File: config.mk
export PLATFORM = sky130hd
export DESIGN_NAME = or1200_keccak_ctrl
export DESIGN_NICKNAME = d
export VERILOG_FILES = /design/src/rtl/or1200_keccak_ctrl.sv
export SDC_FILE = /design/constraint.sdc
export NUM_CORES = 1
export LEC_CHECK = 0
export BUFFER_PORTS_ARGS = -buffer_cell sky130_fd_sc_hd__buf_2
export CAP_MARGIN = 5
export CORE_AREA = 5 5 258 260
export CTS_CLUSTER_SIZE = 16
export DETAILED_ROUTE_END_ITERATION = 6
export DIE_AREA = 0 0 263 265
export GPL_TIMING_DRIVEN = 0
export PLACE_DENSITY = 0.32
export REMOVE_ABC_BUFFERS = 1
export SYNTH_ARGS = -nofsm -noshare
export SYNTH_HDL_FRONTEND = slang
export SYNTH_SLANG_ARGS = --single-unit
File: constraint.sdc
create_clock -name clk -period 7 [get_ports clk]
set_clock_uncertainty 0.05 [all_clocks]
set_input_delay 1.4 -clock clk [delete_from_list [all_inputs] [get_ports clk]]
set_output_delay 1.4 -clock clk [all_outputs]
set_load 0.02 [all_outputs]
File: src/rtl/or1200_keccak_ctrl.sv
// l.cust5 sequencer between the OR1200 EX stage and a Keccak core: lane packing,
// core handshake, stall generation and digest readback. Optional KECCAK_CTRL_ERR_EN.
module or1200_keccak_ctrl #(
  parameter int unsigned OUT_W  = 512,
  parameter int unsigned LANE_W = 64
) (
  input  logic              clk,
  input  logic              rst,
  input  logic              cust5_valid,
  input  logic [4:0]        cust5_op,
  input  logic [5:0]        cust5_limm,
  input  logic [31:0]       cust5_a,
  output logic              stall,
  output logic [31:0]       result,
  output logic              result_valid,
  output logic              kc_init,
  output logic [LANE_W-1:0] kc_in,
  output logic              kc_in_valid,
  output logic              kc_is_last,
  output logic [2:0]        kc_byte_num,
  input  logic              kc_buf_full,
  input  logic [OUT_W-1:0]  kc_out,
  input  logic              kc_out_ready,
  output logic              err
);

  localparam logic [4:0] OpInit   = 5'b00000;
  localparam logic [4:0] OpStart  = 5'b00100;
  localparam logic [4:0] OpMiddle = 5'b00010;
  localparam logic [4:0] OpEnd    = 5'b00001;
  localparam logic [4:0] OpStore  = 5'b01000;

  typedef enum logic [2:0] {
    StIdle,
    StAbsorb,
    StPush,
    StPushLast,
    StWaitOut,
    StDone
  } state_e;

  state_e            state_q, state_d;
  logic              accept;
  logic              act_init, act_start, act_middle, act_end, act_store;
  logic              seq_ok;
  logic              half_eff;
  logic [31:0]       half_q;
  logic              half_full_q;
  logic [LANE_W-1:0] lane_q;
  logic [2:0]        byte_num_q;
  logic [31:0]       result_q;
  logic              result_valid_q;
  logic              kc_init_q;
  logic [8:0]        word_bit;
  logic              unused_limm;

  assign unused_limm = ^cust5_limm[5:4];
  assign word_bit    = {cust5_limm[3:0], 5'd0};

  // A held upper word only counts while absorbing; an implicit start sees it empty.
  assign half_eff = half_full_q & (state_q == StAbsorb);

`ifdef KECCAK_CTRL_ERR_EN
  logic act_err;
  assign seq_ok = (state_q == StAbsorb);
`else
  assign seq_ok = (state_q inside {StAbsorb, StIdle, StDone});
`endif

  always_ff @(posedge clk or posedge rst) begin
    if (rst) begin
      state_q <= StIdle;
    end else begin
      state_q <= state_d;
    end
  end

  always_comb begin
    state_d    = state_q;
    accept     = 1'b0;
    act_init   = 1'b0;
    act_start  = 1'b0;
    act_middle = 1'b0;
    act_end    = 1'b0;
    act_store  = 1'b0;
`ifdef KECCAK_CTRL_ERR_EN
    act_err    = 1'b0;
`endif
    case (state_q)
      StPush:     if (!kc_buf_full) state_d = StAbsorb;
      StPushLast: if (!kc_buf_full) state_d = StWaitOut;
      StWaitOut:  if (kc_out_ready) state_d = StDone;
      default: ;
    endcase
    if (cust5_valid) begin
      case (cust5_op)
        OpInit: begin
          accept   = 1'b1;
          act_init = 1'b1;
          state_d  = StIdle;
        end
        OpStart: begin
          if (state_q inside {StIdle, StDone}) begin
            accept    = 1'b1;
            act_start = 1'b1;
            state_d   = StAbsorb;
          end else if (state_q == StAbsorb) begin
            accept = 1'b1;
`ifdef KECCAK_CTRL_ERR_EN
            act_err = 1'b1;
`else
            act_start = 1'b1;
`endif
          end
        end
        OpMiddle, OpEnd: begin
          if (seq_ok) begin
            accept = 1'b1;
            if (cust5_op == OpEnd) begin
              act_end = 1'b1;
              state_d = StPushLast;
            end else begin
              act_middle = 1'b1;
              state_d    = half_eff ? StPush : StAbsorb;
            end
          end
`ifdef KECCAK_CTRL_ERR_EN
          else if (state_q inside {StIdle, StDone, StWaitOut}) begin
            accept  = 1'b1;
            act_err = 1'b1;
          end
`endif
        end
        OpStore: begin
          if (state_q == StDone) begin
            accept    = 1'b1;
            act_store = 1'b1;
          end
        end
        default: accept = 1'b1;
      endcase
    end
  end

  always_comb begin
    kc_in_valid = (state_q == StPush) || (state_q == StPushLast);
    kc_is_last  = (state_q == StPushLast);
    stall       = cust5_valid & ~accept & ~rst;
  end

  always_ff @(posedge clk or posedge rst) begin
    if (rst) begin
      half_q         <= '0;
      half_full_q    <= 1'b0;
      lane_q         <= '0;
      byte_num_q     <= '0;
      result_q       <= '0;
      result_valid_q <= 1'b0;
      kc_init_q      <= 1'b0;
    end else begin
      kc_init_q      <= act_init;
      result_valid_q <= act_store;
      if (act_store) begin
        result_q <= kc_out[word_bit +: 32];
      end
      if (act_init) begin
        half_full_q <= 1'b0;
      end else if (act_start) begin
        half_q      <= cust5_a;
        half_full_q <= 1'b1;
      end else if (act_middle) begin
        if (half_eff) begin
          lane_q      <= {half_q, cust5_a};
          half_full_q <= 1'b0;
        end else begin
          half_q      <= cust5_a;
          half_full_q <= 1'b1;
        end
      end else if (act_end) begin
        lane_q      <= half_eff ? {half_q, cust5_a} : {cust5_a, 32'h0};
        half_full_q <= 1'b0;
        byte_num_q  <= cust5_limm[2:0];
      end
    end
  end

`ifdef KECCAK_CTRL_ERR_EN
  logic err_q;
  always_ff @(posedge clk or posedge rst) begin
    if (rst) begin
      err_q <= 1'b0;
    end else if (act_init) begin
      err_q <= 1'b0;
    end else if (act_err) begin
      err_q <= 1'b1;
    end
  end
  assign err = err_q;
`else
  assign err = 1'b0;
`endif

  assign kc_in        = lane_q;
  assign kc_byte_num  = byte_num_q;
  assign result       = result_q;
  assign result_valid = result_valid_q;
  assign kc_init      = kc_init_q;

endmodule

# After elaboration in Yosys (flattened, before gate mapping)
# Cells that the tools add are included.
# word_totals
elab_cells	82
mem_bits_rw	0
input_bits	560
reg_bits	137
output_inout_bits	105
romBits	0
latch_bits	0
memories	0
# op_classes
bitwise	8
addsub	0
reduce_logical	12
n_mul	0
div_mod_pow	0
shift	1
n_eq_ne	11
n_mux	42
order_cmp	0
# ops
op	n
512-bit by 10-bit indexed part select with 32-bit output	1
64-bit two-way mux	4
32-bit two-way mux	3
1-bit two-way mux	24
3-bit two-way mux	6
3-bit one-hot mux with 3 select lines	2
4-bit AND reduction	2
3-bit by 2-bit equality test with 1-bit output (second input constant)	2
3-bit equality test (second input constant)	2
2-bit nonzero test	3
5-bit by 1-bit equality test with 1-bit output (second input constant)	1
5-bit by 2-bit equality test with 1-bit output (second input constant)	1
5-bit by 3-bit equality test with 1-bit output (second input constant)	1
5-bit by 4-bit equality test with 1-bit output (second input constant)	1
5-bit zero test	1
1-bit inverter	5
2-bit two-way mux	2
4-bit nonzero test	1
1-bit AND	3
3-bit by 1-bit equality test with 1-bit output (second input constant)	1
3-bit zero test	1
1-bit one-hot mux with 3 select lines	1
3-bit AND reduction	1
3-bit nonzero test	1
4 further kinds	4

# Depth between registers and ports, before layout
# Gate-level depths: netlist (run 1).
# logic_depth
word_depth	9
depth_mapped	7
mapped_depth_nobuf	4

# Worst setup path after synthesis (run 1)
# Ideal clock, no wire load.
# synth_timing
path_kind	input port to output port
from	input cust5_op[0]
to	output stall
path_stages	4
arrival_time_ns	2.221
n_path_buf	1
setup_slack_ns	3.329
required_ns	5.550
path_cell_list	clkbuf_1 nor2_1 a221oi_1 o221a_2
# synth_between
elab_chain_cells	7
word_cells_on_any_way	10
cone_classes	eq/ne (4); mux (2); bitwise (3); reduce/logical (1)
# synth_lines
element	line	rtl
start: declaration	10	input logic [4:0] cust5_op,
5-bit by 1-bit equality test with 1-bit output or 5-bit by 2-bit equality test with 1-bit output (tied branches)	96	case (cust5_op)
2-bit OR reduction	96	
1-bit one-hot mux with 3 select lines (*)	96	
1-bit two-way mux (*)	95	if (cust5_valid) begin
1-bit inverter (*)	148	stall = cust5_valid & ~accept & ~rst;
1-bit AND (*) (2 in a row)	148	
end: declaration	13	output logic stall,
# Mark *: on every way between the ends. The rest lies on a longest branch, timed or not.

# Worst setup path after layout (run 1)
# layout_timing
from	input cust5_op[3]
to	output stall
# The elaborated chain is that of the path after synthesis.

==> results.md, run 1 <==
* Max frequency at roughly 0.25 GHz
* Post-Route WL at a little over 60 mm
* First-pass GRT wire length at between 80 and 90 mm
* Sequential element share of the synthesized area at a little over a third
* 1st-iter DRT viols at approximately 530
* Clock Sinks at ~140
* CTS Buf Count at 17
* Critical path launch point type: input port
* # Post-CTS Setup Buffers at 0
* Core area at approximately 64000 µm²
* #FFs+latches synth at roughly 140
* Register area at between 3000 and 4000 µm²
* CTS tree: yes
* Cell Area, Synth at ~9400 µm²
* Final worst-path cycle share at a little under three fifths
* Synth area leader: dfrtp_1
* Worst slew margin at roughly a third
* Yosys cell types at 48
* Vias in the first global route at 10270
* Final setup violation count at 0
* Hold/Removal Path Class: reg2reg
* Largest net degree at the start of global routing at between 100 and 150
* Worst-path maximum fanout at 7
* Top-area cell type share of the netlist area at between 30% and 40%
* GRT Total Usage at between 10% and 20%
* Worst path required time at 5.55 ns
* Height of the die at ~270 µm
* Post-synthesis simple-gate area fraction at 5.408%
* Post-CTS resize count at 0
* Crit. Startpoint: cust5_op[3]
* Worst-Skew Late Latency at approximately 0.47 ns
* Adder-cell share of the synthesized area at less than 1%
* MaxCap Viol Count at 0
* Port Buffers at 661
* Compound-Gate Fraction of Synth Area at roughly 15%
* Hold Buf Count CTS at 0
* Outcome: finished, final reports clean
* DR vias/cell at between 4 and 5
* Worst Hold Launch: result[8]$_DFFE_PP0P_
* Top-count cell post-synth: dfrtp_1
* Worst hold margin at about 0.42 ns
* Die width at 263 µm
* Crit path time final at ~4.0 ns
* Routed Antenna Nets at 0
* Post-synthesis xor/xnor area fraction at less than 1%
* H-tree depth at 4
* Arr. time, crit path at between 2 and 3 ns
* DRC Markers at 0
* Synthesized instance count at about 670
* Max Transition Viols Final at 0
* Synth Area per Inst at approximately 14 µm²
* Vias post-DR at 9568
* FP Rows at 93
* Top Ports at between 600 and 700
* CTS root buf: clkbuf_16
* DR pass1 iterations at 5
* Non-Filler Instances at between 2000 and 2500
* Top post-synthesis cells by area: dfrtp_1, mux4_2, mux2_2
* Mux contribution to synthesized area at 38.39%
* Largest family of logic cells by synthesized area: multiplexers
* Inst Count DP at ~2100
* Proportion of layout cells with a drive suffix above 1 at a little over two thirds
* Number of synthesized flops with an enable pin at 0
* RSZ-0062 raised after global routing: false
* GR Overflow Total at 0
* Layout Nets at roughly 1800
* Reg clk slew, reported paths at about 0.060 ns
* Starting Density at 14.67%
* Synth warn at 0
* Maximum clock path buffer count at 2
* Leakage at between 6 and 7 nW
* Max rail drop VDD at between 100 and 150 µV
* Antenna violations before repair at 87
* DR WL/cell at approximately 29 µm
* Die area at about 70000 µm²
* Overall Power at approximately 3.4 mW
* Final hold violations at 0
* RR Startpoint: state_q[0]$_DFF_PP0_
* GPL Wtd Cong at 0.8912
* Top post-synthesis cells by count: dfrtp_1, mux4_2, clkbuf_1
* Async set-or-reset flop fraction in the synthesized netlist at between 90% and 100%
* Area occupied by multi-input gates at 5612 µm²
* Post-DP HPWL at ~53 mm
* Pwr/cell area at about 230 nW/µm²
* Synth Flop Type: dfrtp_1
* Fillers at 6966
* Least-Margin Pin Slew at 0.9753 ns
* Area Overhead vs Synth at 54.20%
* Setup crit end kind: primary output
* WS Path Type: in2out
## state kept, by name, summed over array words and instances, names as in the netlist
register and count:
state_q 3, kc_init 1, result 32, kc_in 64
kc_byte_num 3, half_full_q 1, half_q 32, result_valid 1
## where the power goes
part	total, mW	switching [mW]	internal [mW]
Combinational	1.23	0.620	0.607
Sequential	1.16	0.127	1.03
Clock	1.00	0.405	0.599
Total	3.39	1.15	2.24
## cell usage in the layout, fill, tap and decap left out, types with 2 or more instances in the layout
master,n
inv_8,2
and2_1,3
o221a_2,30
buf_2,659
buf_12,6
a21o_1,32
mux4_2,128
a21oi_1,3
mux2_2,35
inv_6,3
o21ai_4,2
o221a_1,3
xnor2_1,2
a22o_1,32
clkinv_2,4
buf_8,7
a211oi_1,33
nor2b_1,5
inv_1,2
clkbuf_16,17
dfrtp_1,137
and4b_1,2
diode_2,21
mux2i_1,32
o21ai_0,5
nand3b_1,32
o22ai_1,32
bufinv_16,4
nor2_1,9
buf_16,4
nand2b_1,3
## cell families (layout without fill, tap and decap cells)
family | Yosys count | count (layout)
AO/OA/AOI/OAI | 178 | 178
XOR/XNOR | 2 | 2
adder cells (fa/ha/maj) | 1 | 1
buffers and inverters | 80 | 712
flip-flops | 137 | 137
multiplexers | 195 | 195
other | 1 | 22
AND/OR/NAND/NOR | 72 | 72
## cell type report
class                   instances  area share (%)
multi-input cells             449           38.84
repair buffers                677           25.23
flip-flops and latches        137           23.73
well taps                     855           7.404
clock buffers                  18           2.970
clock inverters                14           1.342
diodes                         21          0.3637
inverters                       3          0.1299
## metal layers
metal  wire length, µm  share of wire [%]  GRT usage, %  up-vias
met1             23400                 38         19.94     4794
met4              1515                2.4         4.808       36
met5               237               0.38             0        -
li1                  -                  -             -     4082
met2             31630                 51         29.88      498
met3              5203                8.4         6.441      158
## metrics by stage
stage / utilization (%) / worst slack (ns) / instance area (µm²) / TNS (ns)
2_1_floorplan: - / 1.882 / 9020 / 0
3_3_place_gp: 20.97 / -0.7449 / 13400 / -97.78
3_5_place_dp: 21.56 / 2.695 / 13770 / 0
4_1_cts: 22.54 / 2.979 / 14400 / 0
5_1_grt: 22.58 / 2.911 / 14420 / 0
6_report: 22.62 / 2.976 / 14450 / 0
## worst paths after layout
kind | to | slack, ns | depth (start not counted)
setup / recovery | stall | 2.98 | 6
hold / removal | result[8]$_DFFE_PP0P_ | 0.42 | 1
setup reg to reg | kc_in[25]$_DFFE_PP0P_ | 3.96 | 7
hold reg to reg | result[8]$_DFFE_PP0P_ | 0.42 | 1
max in group asynchronous | kc_in[49]$_DFFE_PP0P_ | 5.16 | 3
min in group asynchronous | result[29]$_DFFE_PP0P_ | 0.87 | 2
## critical path, stage by stage
cell      delay, ns
buf_2          0.14
nor2_1         0.16
o21ai_0        0.13
a221oi_1       0.35
o221a_2        0.24
buf_2          0.16
Power figures use the tool's default switching activity.
==> inputs of run 2 (changes only) <==
--- a/config.mk
+++ b/config.mk
@@ -12,7 +12,7 @@
 export DETAILED_ROUTE_END_ITERATION = 6
 export DIE_AREA = 0 0 263 265
 export GPL_TIMING_DRIVEN = 0
-export PLACE_DENSITY = 0.32
+export PLACE_DENSITY = 0.33
 export REMOVE_ABC_BUFFERS = 1
 export SYNTH_ARGS = -nofsm -noshare
 export SYNTH_HDL_FRONTEND = slang
==> constraint.sdc (replaced) <==
create_clock -name clk -period 3.3 [get_ports clk]
set_clock_uncertainty 0.05 [all_clocks]
set_input_delay 0.66 -clock clk [delete_from_list [all_inputs] [get_ports clk]]
set_output_delay 0.66 -clock clk [all_outputs]
set_load 0.02 [all_outputs]
==> run 2 against run 1 <==
Register-to-register slack worse by 3.6 ns; via count down 0.68%; power up 110%; critical path depth down 2; worst setup slack worse by 2.6 ns; global-route usage down 0.29 points; flip-flop and latch count unchanged; die area unchanged; design area down 0.49%; clock power up 94%; critical endpoint is now kc_in[57]$_DFFE_PP0P_.
==> results.md, run 2 (synthesis gave the netlist of run 1 again) <==
* CTS Buf Count at 17 (unchanged)
* Fillers at 7025 (+0.85%)
* Vias in the first global route at 10120 (-1.5%)
* Hold Buf Count CTS at 0 (unchanged)
* Post-Place Worst Slack at -0.6094 ns (-3.304 ns)
* Slowest cell on crit path: nor4b_4
* Vias post-DR at 9503 (-0.68%)
* CTS root buf: clkbuf_16
* CTS tree: yes
* DRC Markers at 0 (unchanged)
* Post-Route WL at 61.20 mm (-1.3%)
* Setup slack after layout at 0.3940 ns (-2.582 ns)
* Highest-count cells in the layout ignoring fill and taps: buf_2, dfrtp_1, mux4_2, mux2_2, a211oi_1
* WS Path Type: reg2reg
* Worst hold margin at 0.1361 ns (-0.2837 ns)
* Maximum clock path buffer count at 2 (unchanged)
* Hold/Removal Path Class: in2async
* Crit path time final at around 2.9 ns
* Worst-path maximum fanout at 32 (+25)
* Worst path required time at 3.63 ns (-1.92 ns)
* DR vias/cell at 4.375 (-0.59%)
* 1st-iter DRT viols at 525 (-1.5%)
* Final hold violations at 0 (unchanged)
* GPL Wtd Cong at 0.9112 (+2.2%)
* GRT Total Usage at 16.89% (-0.29 points)
* CP delay by family, top: simple AND/OR/NAND/NOR gates
* Crit path buf inv count at 0 (-2)
* Commonest non-fill, non-tap cell in the layout: buf_2
* Starting Density at 14.67% (unchanged)
* FP Rows at 93 (unchanged)
* Number of flip-flops under the largest register name at 64 (unchanged)
* Clock Sinks at 137 (unchanged)
* Crit-path cells: and2b_1 -> nor4b_4 -> o21a_2 -> o221a_1
* Max frequency at about 0.34 GHz
* Worst slew margin at 32.57% (-2.4 points)
* DR pass1 iterations at 5 (unchanged)
* GR Overflow Total at 0 (unchanged)
* Final setup violation count at 0 (unchanged)
* Antenna violations before repair at 75 (-14%)
* H-tree depth at 4 (unchanged)
* CP peak stage delay at 0.87 ns (+0.52 ns)
* Top Ports at 665 (unchanged)
* RSZ-0062 raised after global routing: false
* MaxCap Viol Count at 0 (unchanged)
* Inst Count DP at 2119 (-0.094%)
* Arr. time, crit path at 3.24 ns (+0.67 ns)
* Die width at 263 µm (unchanged)
* Height of the die at 265 µm (unchanged)
* Final worst-path cycle share at between 80% and 90%
* Critical path launch point type: register
* Overall Power at 6.990 mW (+110%)
* Pwr/cell area at 486.1 nW/µm² (+110%)
* Post-DP HPWL at 51.70 mm (-2.2%)
* Die area at 69700 µm² (unchanged)
* Routed Antenna Nets at 0 (unchanged)
* Proportion of layout cells with a drive suffix above 1 at 70.12% (about the same)
* First-pass GRT wire length at 83.61 mm (-1.5%)
* Setup crit end kind: register
* Worst-Skew Late Latency at 0.45 ns (-0.02 ns)
* Leakage at 6.915 nW (-0.58%)
* Outcome: finished, final reports clean
* Area occupied by multi-input gates at 5615 µm² (about the same)
* DR WL/cell at 28.18 µm (-1.2%)
* Max rail drop VDD at 301.5 µV (+110%)
* Max Transition Viols Final at 0 (unchanged)
* Port Buffers at 661 (unchanged)
* Register area at 3428 µm² (unchanged)
* Fin util at 22.51% (-0.11 points)
* Layout Nets at 1844 (-0.054%)
* Non-Filler Instances at 2172 (-0.092%)
* Reg clk slew, reported paths at 0.06 ns (about the same)
* Largest net degree at the start of global routing at 107 (+1.9%)
* Area Overhead vs Synth at 53.45%
* Core area at 63880 µm² (unchanged)
* Least-Margin Pin Slew at 1.011 ns (+0.03607 ns)
==> run 2: cell types whose count changed in the layout (fill, tap and decap cells not counted), sizes merged <==
| cell | previous run | this run |
|---|---|---|
| clkinvlp | 1 | 2 |
| inv | 7 | 5 |
| clkinv | 5 | 4 |
| diode | 21 | 22 |
| bufinv | 4 | 2 |
| clkbuf | 18 | 20 |
| buf | 677 | 676 |
==> run 2: timing repair <==
action / in CTS / in global routing
gates resized for setup: 1 / 0
setup buffers: 0 / 0
endpoints found under the setup margin: 1 / 0
==> run 2: worst paths after layout <==
| path | startpoint | end | slack, ns | cells past startpoint |
|---|---|---|---|---|
| max | state_q[2]$_DFF_PP0_ | kc_in[57]$_DFFE_PP0P_ | 0.39 | 4 |
| min | rst | kc_byte_num[2]$_DFFE_PP0P_ | 0.14 | 2 |
| max reg2reg | state_q[2]$_DFF_PP0_ | kc_in[57]$_DFFE_PP0P_ | 0.39 | 4 |
| min reg2reg | result[17]$_DFFE_PP0P_ | result[17]$_DFFE_PP0P_ | 0.42 | 1 |
| max in group asynchronous | rst | kc_in[15]$_DFFE_PP0P_ | 2.19 | 3 |
| min in group clk | cust5_a[31] | kc_in[31]$_DFFE_PP0P_ | 0.40 | 2 |
==> run 2: stage by stage <==
| stage | instance area [µm²] | setup TNS [ns] |
|---|---|---|
| floorplan | 9020 | -147.66 |
| global placement | 13400 | -707.78 |
| detailed placement | 13730 | -16.19 |
| CTS | 14300 | 0 |
| global route | 14340 | 0 |
| finish | 14380 | 0 |
==> run 2: area by class of cell <==
class,instances,share of cell area (%)
multi-input cells,449,39.05
inverters,3,0.1305
repair buffers,676,25.21
flip-flops and latches,137,23.84
clock buffers,20,3.107
diodes,22,0.3829
well taps,855,7.440
clock inverters,10,0.8354
==> run 2: routing by layer <==
metal / GRT usage [%] / vias up / wire (µm)
li1: - / 4086 / -
met1: 18.51 / 4745 / 22700
met2: 29.19 / 493 / 30470
met3: 8.029 / 141 / 5856
met4: 5.188 / 38 / 1939
met5: 0 / - / 240
==> run 2: report_power, final <==
| group | switching (mW) | internal, mW |
|---|---|---|
| Sequential | 0.273 | 2.19 |
| Combinational | 1.31 | 1.29 |
| Clock | 0.811 | 1.13 |
| Total | 2.39 | 4.60 |
==> inputs of run 3 (changes only) <==
--- a/config.mk
+++ b/config.mk
@@ -5,14 +5,15 @@
 export SDC_FILE = /design/constraint.sdc
 export NUM_CORES = 1
 export LEC_CHECK = 0
+export ABC_AREA = 1
 export BUFFER_PORTS_ARGS = -buffer_cell sky130_fd_sc_hd__buf_2
 export CAP_MARGIN = 5
-export CORE_AREA = 5 5 258 260
+export CORE_AREA = 5 5 254 256
 export CTS_CLUSTER_SIZE = 16
 export DETAILED_ROUTE_END_ITERATION = 6
-export DIE_AREA = 0 0 263 265
+export DIE_AREA = 0 0 259 261
 export GPL_TIMING_DRIVEN = 0
-export PLACE_DENSITY = 0.33
+export PLACE_DENSITY = 0.38
 export REMOVE_ABC_BUFFERS = 1
 export SYNTH_ARGS = -nofsm -noshare
 export SYNTH_HDL_FRONTEND = slang
==> run 3 against run 2 <==
Synthesized area up 22%; non-clock buffer count grew 5; synthesized cell count grew to 3.1 times the previous value; via count rose by 59%; final cell count is 60% higher; critical path depth increased by 8; wire length up 2.3%; sequential share of layout area decreased by 2.8 points; clock power up 8%; global-route usage is 0.81 points higher; core utilization rose by 3.7 points; maximum frequency decreased by 5.1%.
==> results.md, run 3 <==
* First-pass GRT wire length at 92.02 mm (+10%)
* Sw Ratio at 41.65% (+7.4 points)
* Yosys cell types at 25 (-48%)
* Slowest cell on crit path: buf_16
* Proportion of layout cells with a drive suffix above 1 at 27.87% (-42 points)
* RSZ-0062 raised after global routing: false
* Reg clk slew, reported paths at 0.06 ns (about the same)
* Highest-count cells in the layout ignoring fill and taps: nand2_1, buf_2, nand3_1, dfrtp_1, inv_1
* Leakage at 9.476 nW (+37%)
* FP Rows at 92 (-1.1%)
* Async set-or-reset flop fraction in the synthesized netlist at 100.0% (unchanged)
* Met2 routed WL at 29.70 mm (-2.5%)
* Synth Flop Type: dfrtp_1
* Setup slack after layout at 0.2393 ns (-0.1547 ns)
* Final hold violations at 0 (unchanged)
* Synthesized instance count at 2056 (+210%)
* Least-Margin Pin Slew at 1.106 ns (+0.09496 ns)
* Top-area cell type share of the netlist area at 37.76% (+1.2 points)
* Final setup violation count at 0 (unchanged)
* Inst Count DP at 3432 (+62%)
* Number of flip-flops under the largest register name at 64 (unchanged)
* Layout Nets at 3166 (+72%)
* Worst-Skew Late Latency at 0.47 ns (+0.02 ns)
* DR vias/cell at 4.347 (-0.64%)
* Vias post-DR at 15130 (+59%)
* Clock network power share at 25.8% (-1.9 points)
* Port Buffers at 661 (unchanged)
* Crit-path cells: buf_12 -> buf_16 -> clkinv_16 -> buf_16 -> nand2_1 -> nand3_1 -> nand3_1 -> nand2_1 -> nand2_1 -> nand2_1 -> nand2_1 -> nand2_1
* Area Overhead vs Synth at 42.67%
* Setup crit end kind: register
* WS Path Type: in2reg
* Starting Density at 18.34% (+3.7 points)
* Combinational fraction of design power at 42.5% (+5.4 points)
* Core area at 62270 µm² (-2.5%)
* Fin area at 16300 µm² (+13%)
* CP most frequent cell: nand2_1
* H-tree depth at 4 (unchanged)
* MaxCap Viol Count at 0 (unchanged)
* Pwr/cell area at 496.4 nW/µm² (+2.1%)
* Routed Antenna Nets at 0 (unchanged)
* Commonest non-fill, non-tap cell in the layout: nand2_1
* Final worst-path cycle share at 92.75% (+4.7 points)
* Die width at 259 µm (-1.5%)
* Max rail drop VDD at 213.0 µV (-29%)
* Post-Place Worst Slack at -1.104 ns (-0.4942 ns)
* # Post-CTS Setup Buffers at 0 (unchanged)
* #FFs+latches synth at 137 (unchanged)
* Switching pwr at 3.369 mW (+41%)
* Synth warn at 0 (unchanged)
* Sequential element share of the synthesized area at 30.01% (-6.6 points)
* Worst path required time at 3.62 ns (about the same)
* GRT Total Usage at 17.70% (+0.81 points)
* Sequential share of power at 31.7% (-3.5 points)
* Post-DP HPWL at 47.33 mm (-8.4%)
* Top post-synthesis cells by area: nand2_1, dfrtp_1, nand3_1
* DR WL/cell at 17.99 µm (-36%)
* Top Ports at 665 (unchanged)
* Fillers at 7246 (+3.1%)
* Number of synthesized flops with an enable pin at 0 (unchanged)
* CTS Buf Count at 17 (unchanged)
* Met3 wire length at 5.182 mm (-12%)
* Critical path launch point type: input port
* Die area at 67600 µm² (-3.0%)
* Largest net degree at the start of global routing at 161 (+50%)
* Max Transition Viols Final at 0 (unchanged)
* Height of the die at 261 µm (-1.5%)
* Cell Area, Synth at 11420 µm² (+22%)
* GPL Wtd Cong at 0.9008 (-1.1%)
* Vias in the first global route at 15030 (+49%)
* Antenna violations before repair at 26 (-65%)
* CTS tree: yes
* Uppermost layer routed: met5
* Internal power at 4.720 mW (+2.6%)
* Worst-path maximum fanout at 133 (+320%)
* Maximum clock path buffer count at 2 (unchanged)
* Metal1 wirelength at 26.06 mm (+15%)
* DP Area at 15590 µm² (+14%)
* CTS root buf: clkbuf_16
* Clock Sinks at 137 (unchanged)
* Synth Area per Inst at 5.556 µm² (-61%)
* Non-Filler Instances at 3481 (+60%)
* Hold/Removal Path Class: in2async
* Synth area leader: nand2_1
* Top post-synthesis cells by count: nand2_1, nand3_1, dfrtp_1
* Max frequency at 0.3267 GHz (-5.1%)
* GR Overflow Total at 0 (unchanged)
* Outcome: finished, final reports clean
* 1st-iter DRT viols at 804 (+53%)
* CP peak stage delay at 0.41 ns (-0.46 ns)
* DR pass1 iterations at 5 (unchanged)
* Post-Route WL at 62.64 mm (+2.3%)
* Crit path time final at 3.061 ns (+0.1547 ns)
* DRC Markers at 0 (unchanged)
* Arr. time, crit path at 3.38 ns (+0.14 ns)
* Top-count cell post-synth: nand2_1
* Worst slew margin at 26.07% (-6.5 points)
-- run 3: changes by cell type after synthesis, sizes merged, moves of 35 or more --
cell,before,now
nor2,10,50
nand2,1,1149
clkbuf,39,88
nand3,1,397
mux4,128,0
mux2,35,0
inv,3,88
o21ai,7,74
-- run 3: critical path, delay by kind of cell --
| family | cells | cell delay, ns |
|---|---|---|
| buf+inv | 4 | 1.36 |
| simple gates | 8 | 0.90 |
-- run 3: metrics by stage --
stage	power (mW)	util (%)	setup TNS [ns]	hold slack [ns]
after floorplan	4.559	-	-256.65	0.4588
after global placement	6.062	24.22	-1073.80	0.4090
after detailed placement	6.068	25.03	-24.05	0.4096
after CTS	8.262	26.05	0	0.08044
after global routing	8.770	26.16	0	0.1075
final	8.089	26.17	0	0.1097
-- run 3: cells by family (layout without fill, tap and decap cells) --
family	count (synthesis)	in the layout	share of synthesized area [%]
AND/OR/NAND/NOR	1601	1601	57.30
buffers and inverters	239	802	9.081
flip-flops	137	137	30.01
other	1	17	0.03283
AO/OA/AOI/OAI	78	78	3.571
-- run 3: worst paths after layout --
| check | from | to | slack, ns | cells past startpoint |
|---|---|---|---|---|
| max in group asynchronous | rst | result[16]$_DFFE_PP0P_ | 2.19 | 3 |
| worst min-delay path | rst | result[24]$_DFFE_PP0P_ | 0.11 | 2 |
| worst max-delay path | cust5_limm[0] | result[28]$_DFFE_PP0P_ | 0.24 | 12 |
| worst min register to register | kc_in[21]$_DFFE_PP0P_ | kc_in[21]$_DFFE_PP0P_ | 0.42 | 2 |
| min in group clk | cust5_a[2] | half_q[2]$_DFFE_PP0P_ | 0.39 | 3 |
| worst max register to register | state_q[2]$_DFF_PP0_ | kc_in[45]$_DFFE_PP0P_ | 0.30 | 8 |
-- run 3: layout make-up --
class / count / area [µm²] / area share, %
multi-input cells: 1680 / 6974 / 42.80
repair buffers: 681 / 3805 / 23.35
flip-flops and latches: 137 / 3428 / 21.04
well taps: 846 / 1059 / 6.496
clock buffers: 22 / 474.2 / 2.910
inverters: 89 / 375.4 / 2.303
clock inverters: 10 / 140.1 / 0.8599
diodes: 16 / 40.04 / 0.2457
-- run 3: power by group through the flow --
stage	registers (mW)	clock network (mW)	logic, mW
2_1_floorplan	3.02	0	1.54
3_3_place_gp	2.58	0	3.48
3_5_place_dp	2.59	0	3.48
4_1_cts	2.57	2.20	3.49
5_1_grt	2.65	2.25	3.87
6_report	2.57	2.09	3.43
-- run 3: what timing repair did --
action / 4_1_cts / 5_1_grt
gates resized for setup: 2 / 1
endpoints found under the setup margin: 21 / 17
hold buffers: 0 / 0
gates cloned: 0 / 1
-- run 3: layer usage --
layer  up-vias  track usage, %
met3        88           5.833
met4        14           5.932
li1       7565               -
met5         -               0
met2       541           29.41
met1      6924           21.70
